===== src/rtl/clahe_cdf_engine.sv =====
// CLAHE CDF engine: per tile, clips the 256-bin histogram, redistributes the excess,
// and overwrites each bin in place with an 8-bit normalised CDF LUT entry.
module clahe_cdf_engine #(
    parameter int unsigned TILE_NUM    = 16,
    parameter int unsigned BINS        = 256,
    parameter int unsigned SCALE_MUL   = 74275,
    parameter int unsigned SCALE_SHIFT = 24
) (
    input  logic        pclk,
    input  logic        rst_n,
    input  logic        start,
    input  logic [15:0] clip_limit,
    output logic        busy,
    output logic        done,
    output logic [3:0]  cdf_tile_idx,
    output logic [7:0]  cdf_addr,
    output logic        cdf_rd_en,
    input  logic [15:0] cdf_rd_data,
    output logic        cdf_wr_en,
    output logic [7:0]  cdf_wr_data
);

    localparam logic [7:0]  LAST_BIN    = 8'(BINS - 1);
    localparam logic [3:0]  LAST_TILE   = 4'(TILE_NUM - 1);
    localparam logic [47:0] SCALE_MUL_W = 48'(SCALE_MUL);

    typedef enum logic [2:0] {
        IDLE, P1_RD, P1_TAIL, CALC, P2_RD, P2_WR, NEXT, DONE
    } state_t;

    state_t      state_q, state_d;
    logic [3:0]  tile_q, tile_d;
    logic [7:0]  addr_q, addr_d;
    logic        rd_en_q, rd_en_d;
    logic        wr_en_q, wr_en_d;
    logic        busy_q, busy_d;
    logic        done_q, done_d;
    logic [15:0] clip_q, clip_d;
    logic [23:0] excess_q, excess_d;
    logic [15:0] inc_q, inc_d;
    logic [23:0] cdf_sum_q, cdf_sum_d;

    logic [15:0] over, hmin;
    logic [24:0] exc_sum, cdf_ext;
    logic [23:0] excess_new, cdf_sum_new;
    logic [16:0] c_val;
    logic [47:0] prod, scaled;
    logic [7:0]  lut_val;

    // Datapath: cdf_rd_data is the bin read in the previous cycle.
    always_comb begin
        over        = (cdf_rd_data > clip_q) ? (cdf_rd_data - clip_q) : 16'd0;
        exc_sum     = {1'b0, excess_q} + {9'd0, over};
        excess_new  = exc_sum[24] ? 24'hFF_FFFF : exc_sum[23:0];
        hmin        = (cdf_rd_data < clip_q) ? cdf_rd_data : clip_q;
        c_val       = {1'b0, hmin} + {1'b0, inc_q};
        cdf_ext     = {1'b0, cdf_sum_q} + {8'd0, c_val};
        cdf_sum_new = cdf_ext[24] ? 24'hFF_FFFF : cdf_ext[23:0];
        prod        = {24'd0, cdf_sum_new} * SCALE_MUL_W;
        scaled      = prod >> SCALE_SHIFT;
        lut_val     = (scaled > 48'd255) ? 8'hFF : scaled[7:0];
    end

    always_comb begin
        state_d   = state_q;
        tile_d    = tile_q;
        addr_d    = addr_q;
        rd_en_d   = 1'b0;
        wr_en_d   = 1'b0;
        busy_d    = busy_q;
        done_d    = 1'b0;
        clip_d    = clip_q;
        excess_d  = excess_q;
        inc_d     = inc_q;
        cdf_sum_d = cdf_sum_q;
        case (state_q)
            IDLE: begin
                if (start) begin
                    state_d  = P1_RD;
                    tile_d   = 4'd0;
                    addr_d   = 8'd0;
                    rd_en_d  = 1'b1;
                    busy_d   = 1'b1;
                    clip_d   = (clip_limit == 16'd0) ? 16'hFFFF : clip_limit;
                    excess_d = 24'd0;
                end
            end
            P1_RD: begin
                // The first read cycle has no returned data yet.
                if (addr_q != 8'd0) excess_d = excess_new;
                if (addr_q == LAST_BIN) begin
                    state_d = P1_TAIL;
                end else begin
                    addr_d  = addr_q + 8'd1;
                    rd_en_d = 1'b1;
                end
            end
            P1_TAIL: begin
                excess_d = excess_new;
                addr_d   = 8'd0;
                state_d  = CALC;
            end
            CALC: begin
                inc_d     = excess_q[23:8];
                cdf_sum_d = 24'd0;
                addr_d    = 8'd0;
                rd_en_d   = 1'b1;
                state_d   = P2_RD;
            end
            P2_RD: begin
                wr_en_d = 1'b1;
                state_d = P2_WR;
            end
            P2_WR: begin
                cdf_sum_d = cdf_sum_new;
                if (addr_q == LAST_BIN) begin
                    state_d = NEXT;
                end else begin
                    addr_d  = addr_q + 8'd1;
                    rd_en_d = 1'b1;
                    state_d = P2_RD;
                end
            end
            NEXT: begin
                excess_d = 24'd0;
                if (tile_q == LAST_TILE) begin
                    busy_d  = 1'b0;
                    done_d  = 1'b1;
                    state_d = DONE;
                end else begin
                    tile_d  = tile_q + 4'd1;
                    addr_d  = 8'd0;
                    rd_en_d = 1'b1;
                    state_d = P1_RD;
                end
            end
            DONE: state_d = IDLE;
            default: state_d = IDLE;
        endcase
    end

    always_ff @(posedge pclk or negedge rst_n) begin
        if (!rst_n) begin
            state_q   <= IDLE;
            tile_q    <= 4'd0;
            addr_q    <= 8'd0;
            rd_en_q   <= 1'b0;
            wr_en_q   <= 1'b0;
            busy_q    <= 1'b0;
            done_q    <= 1'b0;
            clip_q    <= 16'd0;
            excess_q  <= 24'd0;
            inc_q     <= 16'd0;
            cdf_sum_q <= 24'd0;
        end else begin
            state_q   <= state_d;
            tile_q    <= tile_d;
            addr_q    <= addr_d;
            rd_en_q   <= rd_en_d;
            wr_en_q   <= wr_en_d;
            busy_q    <= busy_d;
            done_q    <= done_d;
            clip_q    <= clip_d;
            excess_q  <= excess_d;
            inc_q     <= inc_d;
            cdf_sum_q <= cdf_sum_d;
        end
    end

    // Write data must come straight from the read return: the shared address
    // leaves no spare cycle to register it before the write.
    assign cdf_wr_data  = wr_en_q ? lut_val : 8'd0;
    assign busy         = busy_q;
    assign done         = done_q;
    assign cdf_tile_idx = tile_q;
    assign cdf_addr     = addr_q;
    assign cdf_rd_en    = rd_en_q;
    assign cdf_wr_en    = wr_en_q;

endmodule


===== config.mk =====
export PLATFORM = sky130hd
export DESIGN_NAME = clahe_cdf_engine
export DESIGN_NICKNAME = d
export VERILOG_FILES = /design/src/rtl/clahe_cdf_engine.sv
export SDC_FILE = /design/constraint.sdc
export NUM_CORES = 1
export LEC_CHECK = 0
export CAP_MARGIN = 15
export CORE_UTILIZATION = 40
export DETAILED_ROUTE_END_ITERATION = 8
export SYNTH_ARGS = -nofsm -noshare
export SYNTH_HDL_FRONTEND = slang
export SYNTH_SLANG_ARGS = --single-unit

===== constraint.sdc =====
create_clock -name pclk -period 15.7 [get_ports pclk]
set_clock_uncertainty 0.2 [all_clocks]
set_input_delay 2.355 -clock pclk [delete_from_list [all_inputs] [get_ports pclk]]
set_output_delay 2.355 -clock pclk [all_outputs]
set_load 0.005 [all_outputs]

==> results.yml <==
global_route:
  antenna_found_initial: 0
  grt.busiest_layer: "met2"
  grt_max_degree: 56
  grt_first_pass_wirelength_um: 55700
  grt_pass1_vias: 11062
  track_usage: 0.223
  use_met1: 0.270
  grt_util_met2: 0.415
  met3_usage: 0.0144
  overflow: 0
synthesis:
  synth_seq_cells: 99
  synth_nets: 1787
  seq_area_frac_synth: 0.197
  synth_top_area_cell: "ha_1"
  synth_warnings: 0
  syn_avg_cell_area_sq_um: 8.59
  syn-cell-area_sq_um: 12500
  post-synth-top-area-fraction: 0.205
  syn_inst: 1460
  yosys-top-cells-area: "ha_1, dfrtp_1, fa_1"
  synth_edf_count: 0
  ys_async_sr_fraction: 1.00
  synth_ff_type: "dfrtp_1"
  ys_types: 84
sta:
  period_minus_slack_ns: 15.29
  hold_viol_final: 0
  fin_crit_sh: 0.974
  tightest_slew_ns: 0.992
  setup_violations: 0
  clock.fmax_mhz: 65.4
  hold-worst-slack_ns: 0.278
  slew_viol_final: 0
  rsz0062_at_grt: "false"
  relSlewSlack: 0.339
  setup_tns_ns: 0
route:
  viasPerCell: 5.25
  first_pass_iters: 9
  drt_iter0_markers: 465
  drc: 7
  wl_per_cell_um: 16.6
  vias: 10988
  antenna_left: 0
  wirelength_um: 34800
cells_and_area:
  fill_cells: 2944
  post-route-util: 0.506
  nNetsFinal: 2020
  antenna_cells: 0
  drive_gt1_frac: 0.187
  synthToLayoutAreaGrowth_pct: 24.0
  multiInputGateArea_sq_um: 9450
  regArea_sq_um: 2480
setup_path:
  reg2reg_depth: 26
  crit_start: "cdf_rd_data[1]"
  critical_path_class: "in -> out"
  cp-end-kind: "output pin"
  regToRegEndpoint: "excess_q[22]"
  r2r_start: "clip_q[0]"
  crit_path_end: "cdf_wr_data[5]"
  crit_path_max_incr_delay_ns: 0.55
  path_max_fanout: 13
  cp-start-kind: "input port"
  crit_required_ns: 13.15
  slowest_stage: "fa_1"
  r2r_setup_slack_ns: 9.05
  critical_path_arrival_ns: 12.74
placed_design:
  place_congestion: 0.965
  port-buffer-count: 58
  dp_hpwl_um: 29700
clocking:
  insertion_delay_ns: 0.35
  htree_levels: 3
  numCtsBuffers: 9
  clkSlewWorstSetupHoldPaths_ns: 0.07
  cts_tree: "built"
  cts-root-buf: "clkbuf_16"
  cts.sinks: 99
  ctsLongestPathBuffers: 2
  cts_hold_buf: 0
floorplan:
  row_count: 64
  chipWidth_um: 179
  core_area_sq_um: 30700
  start_util: 0.408
  die-area_sq_um: 32100
  ios: 59
  die_h_um: 179
flow_run:
  maxCapViolations: 0
status:
  violations: "DRC"
  outcome: "finished with violations"
worst_hold_path:
  hp-class: "reg -> reg"
worst max-delay path, delay by kind of cell:
| family | cells | cell delay [ns] |
|---|---|---|
| AOI/OAI and AO/OA | 16 | 3.20 |
| adders and majority gates | 9 | 3.82 |
| buffers and inverters | 9 | 1.84 |
| and+or+nand+nor | 10 | 1.49 |
through the flow:
| step | instances | worst slack, ns | area, sq um |
|---|---|---|---|
| final | 2094 | 0.408 | 15600 |
| after global routing | 2094 | 0.0107 | 15600 |
| after CTS | 2086 | 0.0112 | 15300 |
| after detailed placement | 2058 | -0.383 | 14800 |
| after global placement | 2058 | -0.199 | 14800 |
| after floorplan | 1460 | 0.715 | 12500 |
placed cells by master (no fill, tap or decap), types with 9 or more instances in the layout:
master             n
a21o_1            31
a21oi_1           83
a22o_1            11
a31oi_1           10
and2_1            11
and3_1            15
buf_4            199
clkbuf_16          9
clkdlybuf4s50_1   55
dfrtp_1           99
fa_1              82
ha_1             204
inv_1            190
nand2_1          170
nand3_1           25
nand4_1           19
nor2_1            94
nor3_1            17
o211ai_1           9
o21a_1            11
o21ai_0           85
o21ai_2           17
o21bai_1           9
or3_1             14
xnor2_1           30
xor2_1            15
layer usage:
| layer | routed length (um) | vias to the layer above |
|---|---|---|
| met2 | 17900 | 169 |
| met3 | 740 | 47 |
| met1 | 15300 | 5235 |
| met4 | 892 | 0 |
| met5 | 0 | - |
| li1 | - | 5537 |
sequential cells by signal (all words and copies together), names as in the netlist, 3 cells and up:
| signal | count |
|---|---|
| state_q | 3 |
| clip_q | 16 |
| cdf_addr | 8 |
| cdf_tile_idx | 4 |
| inc_q | 16 |
| excess_q | 24 |
| cdf_sum_q | 24 |
logic make-up (layout without fill, tap and decap cells):
family / count (synthesis) / in the layout / share of synthesized area
xor gates and xnor gates: 46 / 46 / 0.0321
and+or+nand+nor: 430 / 430 / 0.163
AOI/OAI and AO/OA: 355 / 355 / 0.185
adders and majority gates: 292 / 292 / 0.343
buffers and inverters: 228 / 466 / 0.0719
DFF: 99 / 99 / 0.197
muxes: 10 / 10 / 0.00818
Yosys cell counts, types with 14 or more instances:
master,n
ha_1,206
inv_1,190
nand2_1,171
o21ai_0,104
dfrtp_1,99
nor2_1,97
a21oi_1,89
fa_1,86
a21o_1,31
xnor2_1,30
clkbuf_1,28
nand3_1,26
nand4_1,19
nor3_1,19
xor2_1,16
and3_1,15
or3_1,14
repair_timing:
item	CTS	global route
setup buffers	11	8
resized for setup	36	54
pin swaps	18	39
endpoints found under the setup margin	8	8
cloned	1	0
area by class of cell:
class                      count  area share
clock inverter                 6     0.00362
tap                          396      0.0318
sequential                    99       0.159
inverter                     190      0.0458
timing repair buffer         260       0.137
multi-input combinational   1133       0.607
clock buffer                  10      0.0147
worst min path at each step:
stage / start / to / slack (ns) / depth (start not counted)
2_1_floorplan: excess_q[0] / excess_q[0] / 0.25 / 2
3_3_place_gp: excess_q[5] / excess_q[5] / 0.26 / 2
3_5_place_dp: excess_q[7] / excess_q[7] / 0.27 / 2
4_1_cts: excess_q[7] / excess_q[7] / 0.28 / 2
5_1_grt: excess_q[0] / excess_q[0] / 0.31 / 2
6_report: excess_q[7] / excess_q[7] / 0.28 / 2
Power is not shown: default switching activity piles up to over one toggle a cycle in this logic, so the estimate is an artifact.
==> RTL change (config.mk and constraints unchanged) <==
Add an input register stage for `start`, `clip_limit` and `cdf_rd_data`, with the module's reset; this delays them by one clock. Comments in the files are not updated.
--- a/src/rtl/clahe_cdf_engine.sv
+++ b/src/rtl/clahe_cdf_engine.sv
@@ -29,4 +29,20 @@
     } state_t;
 
+    logic start_q;
+    logic [15:0] clip_limit_q;
+    logic [15:0] cdf_rd_data_q;
+
+    always_ff @(posedge pclk or negedge rst_n) begin
+        if (!rst_n) begin
+            start_q       <= '0;
+            clip_limit_q  <= '0;
+            cdf_rd_data_q <= '0;
+        end else begin
+            start_q       <= start;
+            clip_limit_q  <= clip_limit;
+            cdf_rd_data_q <= cdf_rd_data;
+        end
+    end
+
     state_t      state_q, state_d;
     logic [3:0]  tile_q, tile_d;
@@ -50,8 +66,8 @@
     // Datapath: cdf_rd_data is the bin read in the previous cycle.
     always_comb begin
-        over        = (cdf_rd_data > clip_q) ? (cdf_rd_data - clip_q) : 16'd0;
+        over        = (cdf_rd_data_q > clip_q) ? (cdf_rd_data_q - clip_q) : 16'd0;
         exc_sum     = {1'b0, excess_q} + {9'd0, over};
         excess_new  = exc_sum[24] ? 24'hFF_FFFF : exc_sum[23:0];
-        hmin        = (cdf_rd_data < clip_q) ? cdf_rd_data : clip_q;
+        hmin        = (cdf_rd_data_q < clip_q) ? cdf_rd_data_q : clip_q;
         c_val       = {1'b0, hmin} + {1'b0, inc_q};
         cdf_ext     = {1'b0, cdf_sum_q} + {8'd0, c_val};
@@ -76,5 +92,5 @@
         case (state_q)
             IDLE: begin
-                if (start) begin
+                if (start_q) begin
                     state_d  = P1_RD;
                     tile_d   = 4'd0;
@@ -82,5 +98,5 @@
                     rd_en_d  = 1'b1;
                     busy_d   = 1'b1;
-                    clip_d   = (clip_limit == 16'd0) ? 16'hFFFF : clip_limit;
+                    clip_d   = (clip_limit_q == 16'd0) ? 16'hFFFF : clip_limit_q;
                     excess_d = 24'd0;
                 end
Check against the original RTL: not equivalent (Yosys sat finds a counterexample within 4 cycles, from zero or initial values and one cycle with rst_n low).
==> RTL change against the unedited design <==
  * Global-route usage is 1.6 points lower
  * Worst setup slack better by 0.69 ns
  * Hold slack better by 0.012 ns
  * Critical path depth is 5 lower
  * Routed wire length is 0.22% higher
  * Critical endpoint unchanged
  * Critical path type is now reg2out
  * Die area is 8.2% higher
  * Sequential cell count is 33 higher
  * Cell area is 1.8% lower
  * Area after synthesis is 8.3% higher
  * Synthesized cell count is 1.0% higher
  * Cell count is 5.1% lower
Power is left out: the tool's default activity adds up to more than one toggle a clock period on the data nets, which glitch-free logic cannot reach.
==> RTL change: results (changes against the unedited design) <==
met1_usage: 0.291  # +0.0212
fin_hold_ws_ns: 0.290  # +0.0117 ns
comb.multi_input.count: 1116  # -1.5%
synth_common_cells: "ha_1 (206), inv_1 (195), dfrtp_1 (132), nand2_1 (129), nor2_1 (90)"
final_cells: 1988  # -5.1%
slowest_stage: "o21ai_0"
dr_wl_met2_um: 16200  # -9.7%
fin_crit_ns: 14.60  # -0.693 ns
globalRouteMet3Util: 0.0216  # +0.00721
via_per_inst: 5.49  # +4.7%
gr-usage-met2: 0.339  # -0.0767
hold_start: "clip_limit_q[3]"
fin_nets: 1854  # -8.2%
wl_met1_um: 17100  # +12%
num-nonclk-buffers: 65  # -75%
ff_latch_area_um2: 3300  # +33%
holdPathEnd: "clip_q[3]"
synth_nets: 1802  # +0.84%
clock_area_frac: 0.0390  # +0.0207
place_congestion: 0.917  # -5.0%
multi_input_area_um2: 9460  # about the same
crit_path_max_fanout: 19  # +6
numCtsBuffers: 17  # +8
wl_per_cell_um: 17.5  # +5.6%
grt_pass1_wl_um: 57700  # +3.5%
clk_latency_ns: 0.43  # +0.08 ns
hpwl_um: 28300  # -4.6%
postCtsSetupBuffers: 0  # -11
r2r_start: "cdf_rd_data_q[0]"
yosys-top-cells-area: "dfrtp_1 (24%), ha_1 (19%), fa_1 (13%)"
grt_max_degree: 71  # +27%
hold_path_depth: 1  # -1
tightest_slew_ns: 1.07  # +0.0829 ns
status: "complete, no violations"
pre_cts_ws_ns: 1.02  # +1.40 ns
core_area_um2: 33400  # +8.8%
grt_usage: 0.207  # -0.0158
fillers: 3214  # +9.2%
postCtsResizedCells: 0  # -100%
synth_area_per_cell_um2: 9.21  # +7.2%
r2r_cells: 22  # -15%
dr.pass1.iters: 5  # -4
path_class: "reg2out"
ff2ff_setup_slack_ns: 9.13  # +0.08 ns
grt_pass1_vias: 10800  # -2.2%
place_area_um2: 14700  # -0.91%
[RTL change: cell types whose count changed after synthesis, moves of 7 or more]
cell	delta
o21ai_0	-41
mux2_2	+14
a221o_1	+15
dfrtp_1	+33
o22a_1	+13
nor2_1	-7
a41oi_1	+7
nand2_1	-42
a211oi_1	+16
a21oi_1	-15
[RTL change: kinds of logic (layout without fill, tap and decap cells)]
kind of cell / count (synthesis) / count (layout) / share of synthesized area
AND/OR/NAND/NOR: 386 / 386 / 0.136
AO/OA/AOI/OAI: 364 / 364 / 0.189
adder cells (fa/ha/maj): 292 / 292 / 0.316
buffers and inverters: 227 / 292 / 0.0637
flip-flops: 132 / 132 / 0.243
XOR/XNOR: 53 / 53 / 0.0342
multiplexers: 21 / 21 / 0.0169
[RTL change: critical path: cells and delay by family (launching register included)]
kind	cells	cell delay [ns]
adders and majority gates	10	4.23
DFF	1	0.36
and+or+nand+nor	5	0.97
AOI/OAI and AO/OA	18	4.92
muxes	1	0.39
buffers and inverters	5	0.73
